===== config.mk =====
export PLATFORM = sky130hd
export DESIGN_NAME = turbo_enc_ctrl
export DESIGN_NICKNAME = d
export VERILOG_FILES = /design/src/rtl/turbo_enc_pkg.sv /design/src/rtl/enc_byte_cnt.sv /design/src/rtl/turbo_enc_ctrl.sv
export SDC_FILE = /design/constraint.sdc
export NUM_CORES = 1
export LEC_CHECK = 0
export ABC_AREA = 1
export ABC_CLOCK_PERIOD_IN_PS = 4170
export CAP_MARGIN = 15
export CORE_MARGIN = 10
export CORE_UTILIZATION = 45
export CTS_CLUSTER_SIZE = 10
export DETAILED_ROUTE_END_ITERATION = 10
export DONT_BUFFER_PORTS = 1
export GPL_TIMING_DRIVEN = 0
export PLACE_DENSITY_LB_ADDON = 0.08
export SETUP_SLACK_MARGIN = 0.02
export SLEW_MARGIN = 15
export SYNTH_ARGS = -nofsm -noshare
export SYNTH_HDL_FRONTEND = slang
export SYNTH_SLANG_ARGS = --single-unit
export TNS_END_PERCENT = 50

===== constraint.sdc =====
create_clock -name clk -period 4.17 [get_ports clk]
set_input_delay 0.834 -clock clk [delete_from_list [all_inputs] [get_ports clk]]
set_output_delay 0.834 -clock clk [all_outputs]
set_load 0.005 [all_outputs]

===== src/rtl/turbo_enc_pkg.sv =====
// Shared types and sizing for the turbo encoder block controller.
package turbo_enc_pkg;

  localparam int unsigned K_SMALL_BYTES = 132;
  localparam int unsigned K_LARGE_BYTES = 768;
  localparam int unsigned CNT_W         = 10;

  typedef enum logic [4:0] {
    IDLE  = 5'b00001,
    CLEAR = 5'b00010,
    DATA  = 5'b00100,
    TAIL  = 5'b01000,
    DONE  = 5'b10000
  } state_t;

endpackage


===== src/rtl/enc_byte_cnt.sv =====
// Loadable byte counter with a terminal-count flag at limit-1.
module enc_byte_cnt
  import turbo_enc_pkg::*;
(
  input  logic             clk,
  input  logic             aclr_n,
  input  logic             clr,
  input  logic             inc,
  input  logic [CNT_W-1:0] limit,
  output logic [CNT_W-1:0] cnt,
  output logic             tc
);

  always_ff @(posedge clk or negedge aclr_n) begin
    if (!aclr_n)  cnt <= '0;
    else if (clr) cnt <= '0;
    else if (inc) cnt <= cnt + CNT_W'(1);
  end

  assign tc = (cnt == limit - CNT_W'(1));

endmodule


===== src/rtl/turbo_enc_ctrl.sv =====
// Turbo encoder block controller: clear, stream k_size bytes, tail, done.
// Optional abort input enabled by TURBO_ENC_CTRL_ABORT_EN.
module turbo_enc_ctrl
  import turbo_enc_pkg::*;
#(
  parameter int unsigned K_SMALL_BYTES = turbo_enc_pkg::K_SMALL_BYTES,
  parameter int unsigned K_LARGE_BYTES = turbo_enc_pkg::K_LARGE_BYTES
) (
  input  logic             clk,
  input  logic             aclr_n,
  input  logic             start,
  input  logic             K,
  input  logic             in_valid,
  input  logic [7:0]       in_data,
`ifdef TURBO_ENC_CTRL_ABORT_EN
  input  logic             abort,
`endif
  output logic             in_ready,
  input  logic             out_ready,
  output logic             enc_clr,
  output logic             enc_en,
  output logic [7:0]       enc_ck,
  output logic             tail_strobe,
  output logic             busy,
  output logic             done,
  output logic [CNT_W-1:0] byte_cnt
);

  localparam logic [CNT_W-1:0] K_S = CNT_W'(K_SMALL_BYTES);
  localparam logic [CNT_W-1:0] K_L = CNT_W'(K_LARGE_BYTES);

  state_t           state_q, state_d;
  logic [CNT_W-1:0] k_size;
  logic             start_acc;
  logic             cnt_clr;
  logic             cnt_tc;

  assign start_acc = start && (state_q == IDLE);
  assign in_ready  = (state_q == DATA) && out_ready;
  assign enc_en    = in_valid && in_ready;
  assign enc_ck    = in_data;

`ifdef TURBO_ENC_CTRL_ABORT_EN
  assign cnt_clr = start_acc || (abort && busy);
`else
  assign cnt_clr = start_acc;
`endif

  always_ff @(posedge clk or negedge aclr_n) begin
    if (!aclr_n) begin
      state_q <= IDLE;
      k_size  <= K_S;
    end else begin
      state_q <= state_d;
      if (start_acc) k_size <= K ? K_L : K_S;
    end
  end

  always_comb begin
    state_d     = state_q;
    enc_clr     = 1'b0;
    tail_strobe = 1'b0;
    busy        = 1'b0;
    done        = 1'b0;
    unique case (state_q)
      IDLE:  if (start) state_d = CLEAR;
      CLEAR: begin
        enc_clr = 1'b1;
        busy    = 1'b1;
        state_d = DATA;
      end
      DATA: begin
        busy = 1'b1;
        if (enc_en && cnt_tc) state_d = TAIL;
      end
      TAIL: begin
        tail_strobe = 1'b1;
        busy        = 1'b1;
        state_d     = DONE;
      end
      DONE: begin
        done    = 1'b1;
        state_d = IDLE;
      end
      default: state_d = IDLE;
    endcase
`ifdef TURBO_ENC_CTRL_ABORT_EN
    // An abort landing in TAIL also suppresses that cycle's tail marker.
    if (abort && busy) begin
      state_d     = IDLE;
      tail_strobe = 1'b0;
    end
`endif
  end

  enc_byte_cnt u_cnt (
    .clk    (clk),
    .aclr_n (aclr_n),
    .clr    (cnt_clr),
    .inc    (enc_en),
    .limit  (k_size),
    .cnt    (byte_cnt),
    .tc     (cnt_tc)
  );

endmodule

==> impl_metrics.py, run 1 <==
metrics = {
    "drt": {
        "vias": 993,
        "drt_wl_total_um": 2700,
        "routedWlPerCell_um": 14.1,
        "dr.pass1.iters": 4,
        "ant_nets": 0,
        "drc": 0,
        "drt_iter0_drc": 24,
        "vias_per_cell": 5.17,
    },
    "sta": {
        "setup-violations-final": 0,
        "period_share_pct": 53.7,
        "slew_headroom_pct": 81.7,
        "tns_ns": 0,
        "timing_hold_violations_final": 0,
        "period_minus_slack_ns": 2.24,
        "finalClockSkew_ns": 0.00245,
        "slew_violations": 0,
        "max_freq_ghz": 0.447,
        "rsz0062_at_grt": "no",
        "worst_slew_pin_slew_ns": 0.274,
    },
    "cts": {
        "numCtsBuffers": 3,
        "cts-root-buf": "clkbuf_4",
        "cts.htree.levels": 1,
        "postCtsSetupBuffers": 0,
        "cts_hold_buf": 0,
        "cts_tree": "yes",
        "clk_path_buf_depth": 2,
        "cts_resized": 0,
        "cts.clk_slew.worst_paths_ns": 0.10,
        "numClockSinks": 17,
        "clk_latency_ns": 0.29,
    },
    "layout": {
        "drive_above_1_share_pct": 16.0,
        "fillers": 253,
        "area_delta_synth_final_pct": 5.53,
        "instances_no_fill": 192,
        "utilization_pct": 50.1,
        "fin_nets": 179,
        "antenna_cells": 0,
    },
    "run_status": {
        "status": "finished clean",
    },
    "power": {
        "leakage_nw": 0.704,
        "power_density_mw_per_mm2": 387,
        "ir_drop_uv": 240,
    },
    "critical_path": {
        "critPathArrivalTime_ns": 1.40,
        "path_class": "reg -> out",
        "required_ns": 3.34,
        "r2r_cells": 7,
        "rrSetupSlack_ns": 2.72,
        "path_max_fanout": 10,
        "r2r_start": "u_cnt.cnt[0]$_DFFE_PN0P_",
        "start_kind": "register",
        "r2r-end": "u_cnt.cnt[6]$_DFFE_PN0P_",
        "endpoint_kind": "primary output",
    },
    "floorplan": {
        "rows": 18,
        "dieArea_sq_mm": 0.00506,
        "die_h_um": 71.1,
        "start_util_pct": 47.5,
        "design.core.area_sq_mm": 0.00248,
        "die_w_um": 71.1,
        "num_io_pins": 38,
    },
    "global_route": {
        "grt_pass1_wl_um": 4680,
        "overflow": 0,
        "gr-usage-all-layers_pct": 11.0,
        "grt_max_degree": 18,
        "antenna_found_initial": 0,
        "grt_pass1_vias": 1002,
    },
    "place": {
        "place_hpwl_um": 2160,
        "dp_cells": 188,
        "gp_congestion": 0.782,
        "io_buffer_count": 0,
    },
    "synth": {
        "avgSynthCellArea_sq_um": 7.44,
        "synth_xor_area_share_pct": 3.72,
        "synth_fa_ha_area_share_pct": 2.13,
        "syn_area_sq_mm": 0.00118,
        "ys_ff_latch": 17,
        "synth_compound_area_share_pct": 2.34,
        "synth_async_sr_flop_share_pct": 100,
        "ys_types": 25,
        "ys.flop_type": "dfrtp_1",
        "synth_edf_count": 0,
        "seq_area_frac_synth_pct": 36.4,
        "synthMuxAreaShare_pct": 0.851,
        "synth_nets": 174,
        "syn_inst": 158,
        "yosysWarnings": 0,
        "synth-simple-area-share_pct": 39.6,
        "synth_top_family_by_area": "simple AND/OR/NAND/NOR gates",
    },
    "run": {
        "drv_cap": 0,
    },
    "worst_hold_path": {
        "hold_class": "in -> async",
    },
}
-- report_power, final --
group / internal [mW] / switching [mW] / total, mW
Clock: 0.0357 / 0.0517 / 0.0874
Combinational: 0.0677 / 0.111 / 0.179
Sequential: 0.193 / 0.0209 / 0.214
-- layout by cell type, fill, tap and decap left out, types with 2 or more instances in the layout --
cell	netlist	routed
dfrtp_1	15	15
o21ai_0	3	3
ha_1	2	2
nand2_1	48	48
buf_4	8	8
clkbuf_4	0	3
xnor2_1	2	2
inv_1	24	24
nor2_2	5	5
nor2_1	10	10
nand3_1	16	16
dfstp_2	2	2
xor2_1	3	3
nand4_1	8	8
-- routing by layer --
metal / share of wire [%] / track usage [%]
met2: 52 / 19.5
met5: 0 / 0
met1: 40 / 11.8
met4: 1.4 / 3.87
met3: 6.8 / 3.91
-- Yosys cell counts, types with 2 or more instances --
cell type	count	share of area [%]
nand4_1	8	4.3
xnor2_1	2	1.5
inv_1	24	7.7
dfrtp_1	15	32
nor2_2	5	2.7
dfstp_2	2	4.5
o21ai_0	3	1.3
nand2_1	48	15
ha_1	2	2.1
buf_4	8	5.1
nand3_1	16	6.8
xor2_1	3	2.2
nor2_1	10	3.2
-- kinds of logic after synthesis --
| group | after synthesis |
|---|---|
| AOI/OAI and AO/OA | 5 |
| adders and majority gates | 2 |
| muxes | 1 |
| DFF | 17 |
| xor gates and xnor gates | 5 |
| buffers and inverters | 34 |
| and+or+nand+nor | 94 |
-- how the worst max path moves through the flow --
stage | startpoint | endpoint | depth (start not counted)
4_1_cts | state_q[1]$_DFFE_PN0P_ | enc_en | 4
5_1_grt | state_q[1]$_DFFE_PN0P_ | enc_en | 4
2_1_floorplan | out_ready | enc_en | 3
3_5_place_dp | out_ready | enc_en | 3
6_report | state_q[1]$_DFFE_PN0P_ | enc_en | 4
3_3_place_gp | out_ready | enc_en | 3
-- critical path, stage by stage, from the launching register on --
cell	delay, ns
dfrtp_1	0.42
nor2_2	0.20
nand4_4	0.16
nor2_8	0.17
buf_8	0.15
-- final cells by class --
class	instances	area [sq um]	share of cell area [%]
clock buffers	3	22.5	1.81
flip-flops and latches	17	428	34.5
multi-input cells	107	572	46.1
inverters	24	90.1	7.26
well taps	30	37.5	3.02
clock inverters	1	5.00	0.403
plain buffers	10	86.3	6.96
-- through the flow --
stage | total power, mW | hold slack (ns) | instance area [sq um] | setup WS, ns
final | 0.480 | 0.222 | 1240 | 1.93
after floorplan | 0.361 | 0.464 | 1180 | 2.10
after detailed placement | 0.397 | 0.480 | 1210 | 2.05
after CTS | 0.487 | 0.213 | 1240 | 1.91
after global placement | 0.391 | 0.479 | 1210 | 2.04
after global routing | 0.525 | 0.196 | 1240 | 1.81
-- state kept, by name (all words and copies together), names as in the netlist --
signal	count
k_size	2
state_q	5
u_cnt.cnt	10
Power figures use the tool's default switching activity.
==> run 2, diff against run 1 <==
--- a/config.mk
+++ b/config.mk
@@ -6,7 +6,7 @@
 export NUM_CORES = 1
 export LEC_CHECK = 0
 export ABC_AREA = 1
-export ABC_CLOCK_PERIOD_IN_PS = 4170
+export ABC_CLOCK_PERIOD_IN_PS = 2170
 export CAP_MARGIN = 15
 export CORE_MARGIN = 10
 export CORE_UTILIZATION = 45
==> constraint.sdc (replaced) <==
create_clock -name clk -period 2.17 [get_ports clk]
set_input_delay 0.434 -clock clk [delete_from_list [all_inputs] [get_ports clk]]
set_output_delay 0.434 -clock clk [all_outputs]
set_load 0.005 [all_outputs]
==> run 2 against run 1 <==
Die area stayed put. Combinational power increased by 96%. Global-route usage unchanged. Setup slack got worse by 1.6 ns. Flip-flop and latch count stayed put. Non-clock buffer count is 1 higher. Count of clock-buffer cells in the layout is the same. Clock skew grew 0.0033 ns. Hold slack got worse by 0.024 ns. Power up 94%. Largest cell class unchanged. Highest routed layer unchanged.
==> impl_metrics.py, run 2 (synthesis gave the netlist of run 1 again) <==
metrics = {
    "run_status": {
        "status": "finished clean",
    },
    "worst_hold_path": {
        "hold_class": "in -> reg",
        "min_path_cells": 1,
    },
    "sta": {
        "rsz0062_at_grt": "no",
        "fin_hold_ws_ns": 0.198,
        "slew_headroom_pct": 49.7,
        "worst_slack_ns": 0.334,
        "worst_slew_pin_slew_ns": 0.752,
        "setup-violations-final": 0,
        "max_freq_ghz": 0.545,
        "finalClockSkew_ns": 0.00575,
        "timing_hold_violations_final": 0,
        "period_share_pct": 84.6,
        "period_minus_slack_ns": 1.84,
        "tns_ns": 0,
        "slew_violations": 0,
    },
    "power": {
        "p_int_uw": 570,
        "switching_power_uw": 361,
        "power_density_mw_per_mm2": 745,
        "swShare_pct": 38.8,
        "power_uw": 932,
        "ir_drop_uv": 463,
        "leakage_nw": 0.708,
        "combPwrFrac_pct": 37.7,
        "seqPwrFrac_pct": 44.1,
        "pwr-share-clk_pct": 18.2,
    },
    "cts": {
        "numClockSinks": 17,
        "cts.clk_slew.worst_paths_ns": 0.09,
        "cts.htree.levels": 1,
        "cts_tree": "yes",
        "cts_resized": 0,
        "clk_latency_ns": 0.29,
        "clk_path_buf_depth": 2,
        "cts-root-buf": "clkbuf_4",
        "cts_hold_buf": 1,
        "postCtsSetupBuffers": 0,
        "numCtsBuffers": 3,
    },
    "run": {
        "drv_cap": 0,
    },
    "critical_path": {
        "endpoint_kind": "primary output",
        "start_kind": "register",
        "path_class": "reg -> out",
        "path_max_fanout": 10,
        "required_ns": 1.74,
        "critPathArrivalTime_ns": 1.40,
        "r2r_cells": 7,
    },
    "global_route": {
        "gr-usage-all-layers_pct": 11.0,
        "overflow": 0,
        "grt_pass1_vias": 1004,
        "grt_pass1_wl_um": 4690,
        "grt_max_degree": 18,
        "antenna_found_initial": 0,
    },
    "place": {
        "place_hpwl_um": 2160,
        "pre_cts_ws_ns": 0.650,
        "place_area_sq_mm": 0.00121,
        "dp_cells": 188,
        "gp_congestion": 0.782,
        "io_buffer_count": 0,
    },
    "floorplan": {
        "dieArea_sq_mm": 0.00506,
        "die_h_um": 71.1,
        "die_w_um": 71.1,
        "start_util_pct": 47.5,
        "num_io_pins": 38,
        "rows": 18,
        "design.core.area_sq_mm": 0.00248,
    },
    "layout": {
        "fin_nets": 180,
        "top_register": "u_cnt.cnt",
        "finalInstanceArea_sq_mm": 0.00125,
        "top_regs": "u_cnt.cnt: 10 flops, state_q: 5 flops, k_size: 2 flops",
        "area_delta_synth_final_pct": 6.38,
        "largest_register_ffs": 10,
        "final_cell_mix": "nand2_1, inv_1, nand3_1, dfrtp_1, nor2_1",
        "antenna_cells": 0,
        "instances_no_fill": 193,
        "layout_commonest_cell": "nand2_1",
        "utilization_pct": 50.5,
        "drive_above_1_share_pct": 16.0,
    },
    "drt": {
        "ant_nets": 0,
        "drt_wl_total_um": 2700,
        "vias_per_cell": 5.17,
        "dr.pass1.iters": 4,
        "routedWlPerCell_um": 14.0,
        "top_layer": "met4",
        "wl_met3_um": 191,
        "route.met2.wl_um": 1390,
        "drt_iter0_drc": 25,
        "vias": 998,
        "wl_met1_um": 1080,
        "drc": 0,
    },
}
==> run 2: cell type report <==
cell class	instances	area (sq um)
multi-input combinational	107	572
sequential	17	428
timing repair buffer	1	10.0
fill	254	1230
tap	30	37.5
clock buffer	3	22.5
buffer	10	86.3
inverter	24	90.1
clock inverter	1	5.00
==> run 2: layer usage <==
| metal | vias to the layer above | global-route usage (%) |
|---|---|---|
| met2 | 25 | 19.7 |
| met5 | - | 0 |
| met1 | 467 | 11.6 |
| li1 | 501 | - |
| met4 | 0 | 3.87 |
| met3 | 5 | 3.91 |
==> run 2: path summary, 6_finish.rpt <==
kind,startpoint,end,slack [ns]
hold reg to reg,k_size[8]$_DFFE_PN0P_,k_size[8]$_DFFE_PN0P_,0.50
max in group asynchronous,aclr_n,k_size[8]$_DFFE_PN0P_,1.05
setup / recovery,state_q[1]$_DFFE_PN0P_,enc_en,0.33
hold / removal,start,state_q[0]$_DFFE_PN1P_,0.20
setup reg to reg,u_cnt.cnt[0]$_DFFE_PN0P_,u_cnt.cnt[6]$_DFFE_PN0P_,0.72
min in group asynchronous,aclr_n,u_cnt.cnt[1]$_DFFE_PN0P_,0.64
==> run 2: critical path, cell delays in order, from the launching register on <==
cell and delay, ns:
dfrtp_1 0.42, nor2_2 0.20, nand4_4 0.16, nor2_8 0.17
buf_8 0.15
==> run 2: power by group through the flow <==
stage	Combinational (mW)	Sequential (mW)	Clock, mW
after floorplan	0.287	0.406	0
after global placement	0.338	0.415	0
after detailed placement	0.346	0.417	0
after CTS	0.357	0.411	0.175
after global routing	0.408	0.419	0.191
final	0.351	0.410	0.170
==> run 3, diff against run 2 <==
--- a/config.mk
+++ b/config.mk
@@ -6,7 +6,7 @@
 export NUM_CORES = 1
 export LEC_CHECK = 0
 export ABC_AREA = 1
-export ABC_CLOCK_PERIOD_IN_PS = 2170
+export ABC_CLOCK_PERIOD_IN_PS = 1600
 export CAP_MARGIN = 15
 export CORE_MARGIN = 10
 export CORE_UTILIZATION = 45
==> constraint.sdc (replaced) <==
create_clock -name clk -period 1.6 [get_ports clk]
set_input_delay 0.32 -clock clk [delete_from_list [all_inputs] [get_ports clk]]
set_output_delay 0.32 -clock clk [all_outputs]
set_load 0.005 [all_outputs]
==> run 3 against run 2 <==
The run now ends with negative setup slack left. Global-route usage up 0.52 points. Design area increased by 8.9%. Sequential power increased by 39%. Register-to-register slack worse by 0.57 ns. Flip-flop and latch count did not move. Sequential share of layout area down 2.6 points. Combinational power grew 56%. Setup slack worse by 0.35 ns. Non-clock buffer count is 7 higher. Clock skew is 0.0028 ns lower. Clock power up 36%. Critical endpoint unchanged.
==> impl_metrics.py, run 3 (synthesis gave the netlist of run 1 again) <==
metrics = {
    "run_status": {
        "status": "finished with violations",
        "violations": "negative setup slack",
    },
    "critical_path": {
        "r2r_start": "state_q[0]$_DFFE_PN1P_",
        "r2r-end": "u_cnt.cnt[8]$_DFFE_PN0P_",
        "rrSetupSlack_ns": 0.15,
        "slowest_stage": "dfrtp_1",
        "r2r_cells": 8,
        "critPathArrivalTime_ns": 1.29,
        "crit_cells": 4,
        "required_ns": 1.28,
        "crit_start": "state_q[1]$_DFFE_PN0P_",
        "path_class": "reg -> out",
        "cp_top_family": "simple AND/OR/NAND/NOR gates",
        "crit_end": "enc_en",
        "cp.buffers_inverters": 1,
        "cp_cell_sequence": "nor2_4 -> nand4_4 -> nor2_8 -> buf_8",
        "critPathMaxStageDelay_ns": 0.42,
        "endpoint_kind": "primary output",
        "path_max_fanout": 5,
        "start_kind": "register",
    },
    "drt": {
        "drc": 0,
        "drt_iter0_drc": 24,
        "ant_nets": 0,
        "dr.pass1.iters": 4,
        "drt_wl_total_um": 2910,
        "routedWlPerCell_um": 14.5,
        "vias": 1022,
        "vias_per_cell": 5.08,
    },
    "sta": {
        "tns_ns": -0.0148,
        "slew_headroom_pct": 50.2,
        "setup-violations-final": 1,
        "period_minus_slack_ns": 1.61,
        "period_share_pct": 101,
        "max_freq_ghz": 0.619,
        "worst_slew_pin_slew_ns": 0.744,
        "rsz0062_at_grt": "yes",
        "worst_slack_ns": -0.0148,
        "timing_hold_violations_final": 0,
        "slew_violations": 0,
        "finalClockSkew_ns": 0.00295,
    },
    "worst_hold_path": {
        "hold_class": "in -> reg",
    },
    "layout": {
        "top_register": "u_cnt.cnt",
        "area_delta_synth_final_pct": 15.9,
        "antenna_cells": 0,
        "fin_nets": 188,
        "utilization_pct": 55.0,
        "top_regs": "u_cnt.cnt: 10 flops, state_q: 5 flops, k_size: 2 flops",
        "final_cell_mix": "nand2_1, inv_1, nand3_1, buf_4, dfrtp_1",
        "drive_above_1_share_pct": 23.4,
        "largest_register_ffs": 10,
        "fillers": 234,
        "layout_commonest_cell": "nand2_1",
        "finalInstanceArea_sq_mm": 0.00136,
    },
    "place": {
        "place_hpwl_um": 2160,
        "io_buffer_count": 0,
        "pre_cts_ws_ns": 0.149,
        "place_area_sq_mm": 0.00121,
        "gp_congestion": 0.782,
    },
    "cts": {
        "numClockSinks": 17,
        "cts_tree": "yes",
        "cts-root-buf": "clkbuf_4",
        "clk_path_buf_depth": 2,
        "clk_latency_ns": 0.29,
        "cts.htree.levels": 1,
        "cts.clk_slew.worst_paths_ns": 0.10,
        "numCtsBuffers": 3,
    },
    "global_route": {
        "grt_max_degree": 18,
        "grt_pass1_vias": 1022,
        "antenna_found_initial": 0,
        "grt_pass1_wl_um": 4860,
        "overflow": 0,
        "gr-usage-all-layers_pct": 11.5,
    },
    "run": {
        "drv_cap": 0,
    },
    "power": {
        "power_mw": 1.35,
        "ir_drop_uv": 627,
        "power_density_mw_per_mm2": 989,
        "leakage_nw": 0.760,
    },
    "floorplan": {
        "start_util_pct": 47.5,
        "design.core.area_sq_mm": 0.00248,
        "num_io_pins": 38,
        "rows": 18,
        "dieArea_sq_mm": 0.00506,
        "die_h_um": 71.1,
        "die_w_um": 71.1,
    },
}
## run 3: cell count changes in the layout (fill, tap and decap cells not counted), moves of 3 or more
cell / previous run / this run
inv_2: 0 / 3
nor2_4: 1 / 5
nor2_2: 5 / 2
inv_1: 24 / 21
buf_4: 8 / 14
## run 3: per-stage QoR
| step | hold slack [ns] | std cells |
|---|---|---|
| after detailed placement | 0.0250 | 188 |
| after CTS | 0.0726 | 198 |
| after global routing | 0.0752 | 201 |
| final | 0.0776 | 201 |
| after floorplan | 0.0244 | 158 |
| after global placement | 0.0250 | 188 |
## run 3: layer usage
metal / share of wire [%] / GRT usage, % / vias up
met5: 0 / 0 / -
met4: 1.3 / 4.52 / 0
met3: 7.1 / 4.18 / 5
met2: 53 / 20.4 / 28
met1: 39 / 12.2 / 472
li1: - / - / 517
## run 3: worst min-delay path by stage
stage	slack, ns	start	cells after the start	to
after floorplan	0.02	aclr_n	0	k_size[8]$_DFFE_PN0P_
after global placement	0.02	aclr_n	0	u_cnt.cnt[2]$_DFFE_PN0P_
after detailed placement	0.02	aclr_n	0	u_cnt.cnt[2]$_DFFE_PN0P_
after CTS	0.07	start	1	state_q[0]$_DFFE_PN1P_
after global routing	0.08	start	1	state_q[0]$_DFFE_PN1P_
final	0.08	start	1	state_q[0]$_DFFE_PN1P_
## run 3: where the power goes
| part | internal (mW) | switching [mW] | total [mW] |
|---|---|---|---|
| combinational | 0.218 | 0.330 | 0.548 |
| clock | 0.0931 | 0.138 | 0.231 |
| sequential | 0.503 | 0.0657 | 0.569 |
| total | 0.815 | 0.533 | 1.35 |
## run 3: final cells by class
| cell class | instances | area, sq um | area share, % |
|---|---|---|---|
| clock buffer | 3 | 22.5 | 1.65 |
| inverter | 24 | 90.1 | 6.61 |
| clock inverter | 1 | 5.00 | 0.367 |
| sequential | 17 | 430 | 31.6 |
| multi-input combinational | 108 | 603 | 44.3 |
| tap | 30 | 37.5 | 2.75 |
| timing repair buffer | 8 | 87.6 | 6.43 |
| buffer | 10 | 86.3 | 6.34 |
## run 3: timing repair
action / in CTS / in global routing
gates cloned: 1 / 1
hold buffers: 1 / 0
hold endpoints to repair: 17 / 0
pin swaps: 2 / 6
gates resized for setup: 4 / 6
endpoints found under the setup margin: 3 / 15
setup buffers: 4 / 2
